### src/rtl/ula_arb.sv
// Round-robin arbiter/sequencer sharing one external W-bit ALU between two requesters.
// Accepts one operation at a time, runs it for one EXEC cycle and pulses the result back to its owner.
module ula_arb #(
  parameter int unsigned W = 4
) (
  input  logic         clk,
  input  logic         rst_n,
  input  logic         req0_valid,
  output logic         req0_ready,
  input  logic [2:0]   req0_op,
  input  logic [W-1:0] req0_a,
  input  logic [W-1:0] req0_b,
  input  logic         req1_valid,
  output logic         req1_ready,
  input  logic [2:0]   req1_op,
  input  logic [W-1:0] req1_a,
  input  logic [W-1:0] req1_b,
  output logic         rsp0_valid,
  output logic         rsp1_valid,
  output logic [W-1:0] rsp_s,
  output logic         rsp_z,
  output logic         busy,
  output logic [W-1:0] alu_a,
  output logic [W-1:0] alu_b,
  output logic [2:0]   alu_op,
  input  logic [W-1:0] alu_s
);

  typedef enum logic [1:0] {
    IDLE = 2'd0,
    EXEC = 2'd1,
    RESP = 2'd2
  } state_t;

  state_t state;
  logic   prio;
  logic   owner;
  logic   gnt_valid;
  logic   gnt;

  // Grant decision; readies are held low while reset is asserted.
  always_comb begin
    gnt_valid = 1'b0;
    gnt       = 1'b0;
    if (rst_n && state == IDLE) begin
      if (req0_valid && req1_valid) begin
        gnt_valid = 1'b1;
        gnt       = prio;
      end else if (req0_valid) begin
        gnt_valid = 1'b1;
        gnt       = 1'b0;
      end else if (req1_valid) begin
        gnt_valid = 1'b1;
        gnt       = 1'b1;
      end
    end
  end

  assign req0_ready = gnt_valid & ~gnt;
  assign req1_ready = gnt_valid & gnt;

  // Sequencer: operand capture, result capture and response pulse.
  always_ff @(posedge clk or negedge rst_n) begin
    if (!rst_n) begin
      state      <= IDLE;
      prio       <= 1'b0;
      owner      <= 1'b0;
      busy       <= 1'b0;
      rsp0_valid <= 1'b0;
      rsp1_valid <= 1'b0;
      rsp_s      <= '0;
      rsp_z      <= 1'b1;
      alu_a      <= '0;
      alu_b      <= '0;
      alu_op     <= '0;
    end else begin
      case (state)
        IDLE: begin
          if (gnt_valid) begin
            state  <= EXEC;
            owner  <= gnt;
            busy   <= 1'b1;
            alu_op <= gnt ? req1_op : req0_op;
            alu_a  <= gnt ? req1_a  : req0_a;
            alu_b  <= gnt ? req1_b  : req0_b;
          end
        end
        EXEC: begin
          state      <= RESP;
          rsp_s      <= alu_s;
          rsp_z      <= (alu_s == '0);
          rsp0_valid <= ~owner;
          rsp1_valid <= owner;
        end
        RESP: begin
          state      <= IDLE;
          busy       <= 1'b0;
          rsp0_valid <= 1'b0;
          rsp1_valid <= 1'b0;
          prio       <= ~owner;
        end
        default: begin
          state      <= IDLE;
          busy       <= 1'b0;
          rsp0_valid <= 1'b0;
          rsp1_valid <= 1'b0;
        end
      endcase
    end
  end

endmodule

### config.mk
export PLATFORM = sky130hd
export DESIGN_NAME = ula_arb
export DESIGN_NICKNAME = d
export VERILOG_FILES = /design/src/rtl/ula_arb.sv
export SDC_FILE = /design/constraint.sdc
export NUM_CORES = 1
export LEC_CHECK = 0
export ABC_AREA = 1
export BUFFER_PORTS_ARGS = -buffer_cell sky130_fd_sc_hd__clkbuf_2
export CAP_MARGIN = 15
export CORE_MARGIN = 1.5
export CORE_UTILIZATION = 40
export CTS_CLUSTER_DIAMETER = 50
export DETAILED_ROUTE_END_ITERATION = 16
export PLACE_DENSITY = 0.7
export REMOVE_ABC_BUFFERS = 1
export SETUP_SLACK_MARGIN = 0.4
export SYNTH_ARGS = -nofsm -noshare
export SYNTH_HDL_FRONTEND = slang
export SYNTH_SLANG_ARGS = --single-unit
### constraint.sdc
create_clock -name clk -period 1.2 [get_ports clk]
set_clock_uncertainty 0.05 [all_clocks]
set_input_delay 0.12 -clock clk [delete_from_list [all_inputs] [get_ports clk]]
set_output_delay 0.12 -clock clk [all_outputs]
set_load 0.03 [all_outputs]
Yosys cells after proc, flatten, opt, wreduce, memory -nomap -nowiden
Cells that the tools add are included.

Bitwise operators: 5. Reductions and logical operators: 6. Equal/unequal tests: 3. Multiplexer cells: 16.

Operators by type and width (count): 2-to-1 mux 1 bit (8); 2-to-1 mux 4 bit (2); case mux 1 bit (2 select lines) (3); logical NOT 4 bit (1); case mux 2 bit (2 select lines) (1); AND reduction 2 bit (2); 2-to-1 mux 3 bit (1); inverter 1 bit (3); bitwise AND 1 bit (2); == test 2 x 1 -> 1 bit, second input constant (1); == test 2 bit, second input constant (1); logical AND 1 bit (2); logical NOT 2 bit (1); 2-to-1 mux 2 bit (1); != test 2 bit, second input constant (1).

Word-level logic and storage cells: 41. Output and inout port bits: 21. Register bits: 23.

Depth between registers and ports, before layout
Gate-level depths: netlist (run 1).

Depth in word-level cells: 6. Depth in mapped cells: 8. Gate-level depth less buffers: 7.

Worst setup path before layout (run 1)
OpenSTA, ideal clock, no wires.

Path type: reg-to-output. Start point: reg state[1]. End point: out req0_ready. Slack: -0.235 ns. Stages on the path, launching flop included: 5. Data arrival time: 1.265 ns. Buffers on the path: 1. Cell sequence: dfrtp_1 -> nor2_4 -> nand3_4 -> buf_2 -> nor2_1.

Cells in the longest elaborated chain, start to end: 5.

RTL lines: start, declared (RTL line 35) `state_t state;`; start signal, assigned (RTL line 65) `state <= IDLE;`; start signal, assigned (RTL line 80) `state <= EXEC;`; start signal, assigned (RTL line 89) `state <= RESP;`; logical NOT 2 bit (*) (RTL line 45) `if (rst_n && state == IDLE) begin`; logical AND 1 bit (*) (RTL line 45); 2-to-1 mux 1 bit (RTL line 45); inverter 1 bit (RTL line 59) `assign req0_ready = gnt_valid & ~gnt;`; bitwise AND 1 bit (*) (RTL line 59); end, declared (RTL line 9) `output logic req0_ready,`.

Every way passes the cells marked *; elsewhere a longest branch is shown, timed or not.

Worst setup path after layout (run 1)
Ends and elaborated chain as after synthesis.

==> results of run 1 <==
[through the flow]
step                      setup TNS [ps]  hold WS (ps)  area [um2]  power [mW]  instances
after floorplan                   -235.7        -225.6        1074       1.714        146
after global placement            -88.82         204.1        1494       2.120        242
after detailed placement          -702.2         216.7        1494       2.153        242
after CTS                          -2548        -136.6        1841       2.904        257
after global routing               -4980        -119.7        1956       3.344        261
final                              -2820        -141.5        1956       3.166        261
[tightest hold or removal path, cell delays in order]
cell                       delay [ps]
sky130_fd_sc_hd__clkbuf_2         100
sky130_fd_sc_hd__buf_4            120
sky130_fd_sc_hd__buf_4            290
[power by group]
| part | switching [mW] | total (mW) | internal [mW] |
|---|---|---|---|
| Clock | 0.241 | 0.366 | 0.124 |
| Sequential | 0.193 | 1.16 | 0.968 |
| Combinational | 0.811 | 1.64 | 0.828 |
[flip-flops by register name, summed over array words and instances, names as in the netlist]
signal	cells
prio	1
rsp0_valid	1
owner	1
state	2
alu_b	4
rsp_s	4
alu_a	4
busy	1
rsp1_valid	1
rsp_z	1
alu_op	3
[Yosys cell counts]
cell and number:
sky130_fd_sc_hd__nand3_1 1, sky130_fd_sc_hd__o21ai_0 5, sky130_fd_sc_hd__a31oi_1 1, sky130_fd_sc_hd__dfstp_2 1
sky130_fd_sc_hd__a21oi_1 2, sky130_fd_sc_hd__buf_2 2, sky130_fd_sc_hd__inv_2 2, sky130_fd_sc_hd__o21ai_1 1
sky130_fd_sc_hd__buf_6 2, sky130_fd_sc_hd__nand3_4 1, sky130_fd_sc_hd__nor2_1 26, sky130_fd_sc_hd__dfrtp_1 22
sky130_fd_sc_hd__nor2_4 1, sky130_fd_sc_hd__inv_1 21, sky130_fd_sc_hd__nand2_1 62
[per-layer routing]
| metal | routed length (um) | global-route usage [%] | up-vias |
|---|---|---|---|
| met2 | 1867 | 39.12 | 40 |
| li1 | - | - | 599 |
| met1 | 1397 | 26.77 | 581 |
| met4 | 78 | 12.20 | 0 |
| met3 | 124 | 3.023 | 8 |
| met5 | 0 | 0 | - |
[area by class of cell]
type | count | area (um2)
timing repair buffer | 80 | 729.5
fill | 182 | 589.3
sequential | 23 | 576.8
multi-input combinational | 100 | 485.5
inverter | 23 | 91.34
tap | 30 | 37.54
clock buffer | 3 | 22.52
timing repair inverter | 1 | 7.507
clock inverter | 1 | 5.005
[worst paths after layout]
kind / from / endpoint / slack, ps
max: state[1]$_DFFE_PN0P_ / req0_ready / -280
max reg2reg: state[1]$_DFFE_PN0P_ / alu_a[0]$_DFFE_PN0P_ / -200
min in group clk: req0_b[0] / alu_b[0]$_DFFE_PN0P_ / 20
max in group asynchronous: rst_n / rsp_z$_DFFE_PN1N_ / 960
min reg2reg: owner$_DFFE_PN0P_ / rsp0_valid$_DFFE_PN0P_ / 470
min: rst_n / busy$_DFFE_PN0P_ / -140
[cell families after synthesis]
group	share of synthesized area, %
buffers and inverters	10.75
AO/OA/AOI/OAI	4.185
flip-flops	52.15
AND/OR/NAND/NOR	32.92
[repair_timing]
item | 4_1_cts | 5_1_grt
endpoints found under the hold margin | 27 | 22
cloned | 1 | 0
setup endpoints to repair | 44 | 44
setup buffers | 6 | 4
pin swaps | 5 | 3
gates resized for setup | 60 | 37
==> reports/results.tsv, run 1 <==
stage	metric	value	unit
layout	final_util	76.84	%
setup_path	cp_cell_sequence	buf_6 -> nor2_4 -> nand3_4 -> nor2_4 -> buf_8	
setup_path	worst_path_largest_cell_delay	430	ps
sta	slew_headroom	75.46	%
sta	timing.final.hold_violations	22	
status	failed_checks	negative hold slack, negative setup slack	
setup_path	timing.critical_path.from_type	register	
synthesis	post_synth_instance_area	1106	um2
route	detail_route.first_pass.iterations	6	
route	detailroute.via_count	1228	
power	p_per_area	1619	nW/um2
placed_design	placement.io_buffers	50	
setup_path	cp_num_buf_inv	2	
clocking	cts_sinks	23	
global_route	grt_start_max_net_pins	24	
sta	max_freq	677.4	MHz
setup_path	max_stage_delay_cell_worst_path	sky130_fd_sc_hd__dfrtp_1	
floorplanning	start_util	43.46	%
global_route	gr-usage-all-layers	22.51	%
route	avgViaCountPerCell	4.705	
layout	drive_gt1_share	45.02	%
floorplanning	die_w	55.59	um
global_route	globalRouteOverflowTotal	0	
floorplanning	core_area	2545	um2
setup_path	critPathKind	register to output port	
placed_design	dp_worst_setup_slack	-80.29	ps
setup_path	cp_common_cell	sky130_fd_sc_hd__nor2_4	
placed_design	gpl.final_weighted_congestion	0.7304	
synthesis	largest_cells_by_area_after_synthesis	sky130_fd_sc_hd__dfrtp_1 50%, sky130_fd_sc_hd__nand2_1 21%, sky130_fd_sc_hd__nor2_1 8.8%	
floorplanning	dieHeight	55.59	um
route	drc_violation_count_after_routing	0	
clocking	cts_inserted_buffers	3	
clocking	clkLatencyLatePin	310	ps
route	post_drt_wl_per_cell	13.28	um
floorplanning	floorplan.die_area	3090	um2
global_route	antenna_found_initial	0	
floorplanning	pin_count	51	
clocking	cts_tree	yes	
layout	design.final.nets	262	
global_route	grt_pass1_vias	1244	
sta	timing.final.crit_share	123.0	%
sta	tightestPinTransition	367.2	ps
sta	setup_violations	18	
clocking	clock_edge_transition_at_the_registers_on_the_reported_setup_and_hold_paths	130	ps
setup_path	peak_fanout_along_the_critical_path	3	
layout	mostFrequentLayoutCell	sky130_fd_sc_hd__nand2_1	
layout	flow.area_growth_from_synthesis	76.81	%
status	run_status	finished, violations left	
synthesis	yosysTopAreaCellShare	49.77	%
setup_path	arrival	1310	ps
setup_path	end_kind	output port	
route	drt_iter0_drcs	37	
layout	mostFrequentLayoutCells	56 x sky130_fd_sc_hd__nand2_1, 29 x sky130_fd_sc_hd__clkbuf_2, 22 x sky130_fd_sc_hd__dfrtp_1, 21 x sky130_fd_sc_hd__inv_1	
synthesis	yosysWarningCount	0	
clocking	clock_tree.buffer_depth	2	
sta	fin_hold_ws	-141.5	ps
sta	layout_setup_ws	-276.3	ps
clocking	cts-hold-fix-buffers	4	
layout	antennaDiodeCount	0	
synthesis	ys_seq_area_share	52.15	%
power	leakage_power_figure	1.117	nW
global_route	grt_pass1_wl	5.471	mm
min_path	min-delay-path-class	input port to async pin	
clocking	h-tree-depth	1	
synthesis	synth.distinct_cells	15	
floorplanning	placement_rows	18	
setup_path	r2r.worst_path.cells	8	
sta	rsz0062_at_grt	yes	
clocking	clock_tree.root_cell	sky130_fd_sc_hd__clkbuf_4	
run	max_cap_viol_count	0	
synthesis	syn_area_per_cell	7.374	um2
route	final_antenna_net_count	0	
sta	slew_violations	0	
power	ir_drop	1393	uV
synthesis	synth_top_area_cell	sky130_fd_sc_hd__dfrtp_1	
setup_path	cp_top_family	flip-flops	
synthesis	yosys_register_bits	23	
setup_path	worstPathRequired	1030	ps
placed_design	detailedPlacementHpwl	2.091	mm
sta	minimum_period_implied_by_the_final_worst_setup_slack	1476	ps
synthesis	post_synth_inst_count	150	
setup_path	critical_path_cell_count	5	
route	routed_wirelength	3.467	mm
(Power assumes the default switching activity.)
==> run 2: changes to the inputs <==
clock period = 1.4 ns   (was 1.2 ns; I/O delays follow)
==> run 2 against run 1 <==
Effect of this change:
- the run ends with negative setup slack left
- combinational power shrank 13%
- count of clock-buffer cells in the layout is the same
- register-to-register slack gained 180 ps
- setup slack gained 230 ps
- total power shrank 13%
- cell count shrank 0.77%
- non-clock buffer count shrank 2
- global-route usage shrank 2.3 points
- hold slack gained 160 ps
- routed wire length shrank 2.5%
- critical path type unchanged
- highest routed layer unchanged
==> reports/results.tsv, run 2 (synthesis results as in run 1) <==
stage	metric	value	unit
status	run_status	finished, violations left	
status	failed_checks	negative setup slack	
floorplanning	die_w	55.59	um
clocking	clock_tree.root_cell	sky130_fd_sc_hd__clkbuf_4	
sta	tightestPinTransition	260.5	ps
route	drt_iter0_drcs	35	
floorplanning	dieHeight	55.59	um
setup_path	end_kind	output port	
sta	slew_violations	0	
route	final_antenna_net_count	0	
route	routed_wirelength	3.381	mm
route	post_drt_wl_per_cell	13.05	um
layout	flow.area_growth_from_synthesis	78.62	%
floorplanning	floorplan.die_area	3090	um2
power	leakage_power_figure	1.114	nW
setup_path	arrival	1250	ps
setup_path	peak_fanout_along_the_critical_path	3	
floorplanning	start_util	43.46	%
global_route	grt_pass1_wl	5.002	mm
sta	max_freq	692.4	MHz
global_route	antenna_found_initial	0	
placed_design	placement.io_buffers	50	
placed_design	detailedPlacementHpwl	1.916	mm
clocking	cts_sinks	23	
layout	design.final.nets	260	
route	detailroute.via_count	1209	
clocking	clock_edge_transition_at_the_registers_on_the_reported_setup_and_hold_paths	140	ps
min_path	min-delay-path-class	input port to register	
layout	final_util	77.63	%
clocking	h-tree-depth	1	
clocking	clock_tree.buffer_depth	2	
global_route	grt_start_max_net_pins	25	
sta	timing.final.hold_violations	0	
route	avgViaCountPerCell	4.668	
route	drc_violation_count_after_routing	0	
setup_path	critPathKind	register to output port	
sta	fin_hold_ws	20.85	ps
clocking	clkLatencyLatePin	310	ps
floorplanning	placement_rows	18	
clocking	cts_inserted_buffers	3	
sta	layout_setup_ws	-44.26	ps
sta	minimum_period_implied_by_the_final_worst_setup_slack	1444	ps
sta	slew_headroom	82.58	%
sta	rsz0062_at_grt	yes	
global_route	gr-usage-all-layers	20.19	%
placed_design	gpl.final_weighted_congestion	0.8239	
floorplanning	core_area	2545	um2
power	p_per_area	1386	nW/um2
layout	antennaDiodeCount	0	
sta	timing.final.crit_share	103.2	%
layout	mostFrequentLayoutCells	44 x sky130_fd_sc_hd__nand2_1, 29 x sky130_fd_sc_hd__clkbuf_2, 23 x sky130_fd_sc_hd__nor2_1, 22 x sky130_fd_sc_hd__dfrtp_1, 21 x sky130_fd_sc_hd__buf_8	
layout	finalNonFillerCells	259	
clocking	cts_tree	yes	
global_route	grt_pass1_vias	1117	
sta	setup_violations	6	
global_route	globalRouteOverflowTotal	0	
setup_path	worstPathRequired	1210	ps
layout	mostFrequentLayoutCell	sky130_fd_sc_hd__nand2_1	
layout	reg_top3	alu_a: 4 flops, alu_b: 4 flops, rsp_s: 4 flops	
run	max_cap_viol_count	0	
layout	drive_gt1_share	49.34	%
power	ir_drop	960.0	uV
power	design_power_total	2.739	mW
route	detail_route.first_pass.iterations	5	
setup_path	timing.critical_path.from_type	register	
placed_design	placedCellCount	231	
floorplanning	pin_count	51	
run 2: cell count changes in the layout (fill, tap and decap cells not counted), moves of 2 or more:
cell and delta:
sky130_fd_sc_hd__nand2_1 -12, sky130_fd_sc_hd__nand2_2 +7, sky130_fd_sc_hd__nand2_4 +5, sky130_fd_sc_hd__inv_2 +4, sky130_fd_sc_hd__inv_1 -3, sky130_fd_sc_hd__nor2_1 +3, sky130_fd_sc_hd__o21ai_1 +3, sky130_fd_sc_hd__buf_6 -2
sky130_fd_sc_hd__nor2_2 -2, sky130_fd_sc_hd__o21ai_2 -2
run 2: through the flow:
stage               worst slack [ps]  instance area, um2  TNS (ps)
finish                        -44.26                1976    -133.3
global route                  -133.7                1976    -981.3
CTS                           -42.35                1749    -82.81
detailed placement             141.9                1399         0
global placement               203.4                1399         0
floorplan                     -18.76                1074    -18.76
run 2: per-layer routing:
| layer | up-vias | wire [um] | global-route usage (%) |
|---|---|---|---|
| li1 | 597 | - | - |
| met1 | 576 | 1294 | 23.88 |
| met2 | 32 | 1933 | 36.73 |
| met3 | 4 | 104 | 2.326 |
| met4 | 0 | 50 | 8.362 |
| met5 | - | 0 | 0 |
run 2: worst max-delay path, cell delays in order, from the launching register on:
cell,delay [ps]
sky130_fd_sc_hd__dfrtp_1,460
sky130_fd_sc_hd__nor2_4,130
sky130_fd_sc_hd__nand3_4,90
sky130_fd_sc_hd__nor2_2,100
sky130_fd_sc_hd__clkbuf_8,160
run 2: path summary, 6_finish.rpt:
| check | depth (start not counted) | startpoint | to | slack, ps |
|---|---|---|---|---|
| hold reg to reg | 1 | owner$_DFFE_PN0P_ | rsp0_valid$_DFFE_PN0P_ | 440 |
| setup reg to reg | 10 | state[1]$_DFFE_PN0P_ | alu_b[1]$_DFFE_PN0P_ | -20 |
| setup / recovery | 4 | state[1]$_DFFE_PN0P_ | req0_ready | -40 |
| min in group asynchronous | 2 | rst_n | alu_b[1]$_DFFE_PN0P_ | 230 |
| max in group asynchronous | 3 | rst_n | rsp_z$_DFFE_PN1N_ | 520 |
| hold / removal | 4 | alu_s[2] | rsp_z$_DFFE_PN1N_ | 20 |
run 2: final cells by class:
cell class	instances	area, um2
Tap cell	30	37.54
Clock buffer	3	22.52
Inverter	23	86.33
Multi-Input combinational cell	100	520.5
Fill cell	181	569.3
Sequential cell	23	576.8
Clock inverter	1	7.507
Timing Repair inverter	1	7.507
Timing Repair Buffer	78	716.9
run 2: what timing repair did:
item	4_1_cts	5_1_grt
endpoints found under the hold margin	24	0
gates cloned	1	1
pin swaps	3	9
gates resized for setup	57	53
endpoints found under the setup margin	42	44
buffers inserted	9	10
hold buffers	3	0
run 2: power by group:
part	leakage, nW	switching, mW	total [mW]	internal [mW]
combinational	0.817	0.707	1.43	0.720
sequential	0.283	0.158	0.988	0.830
clock	0.0139	0.214	0.323	0.109
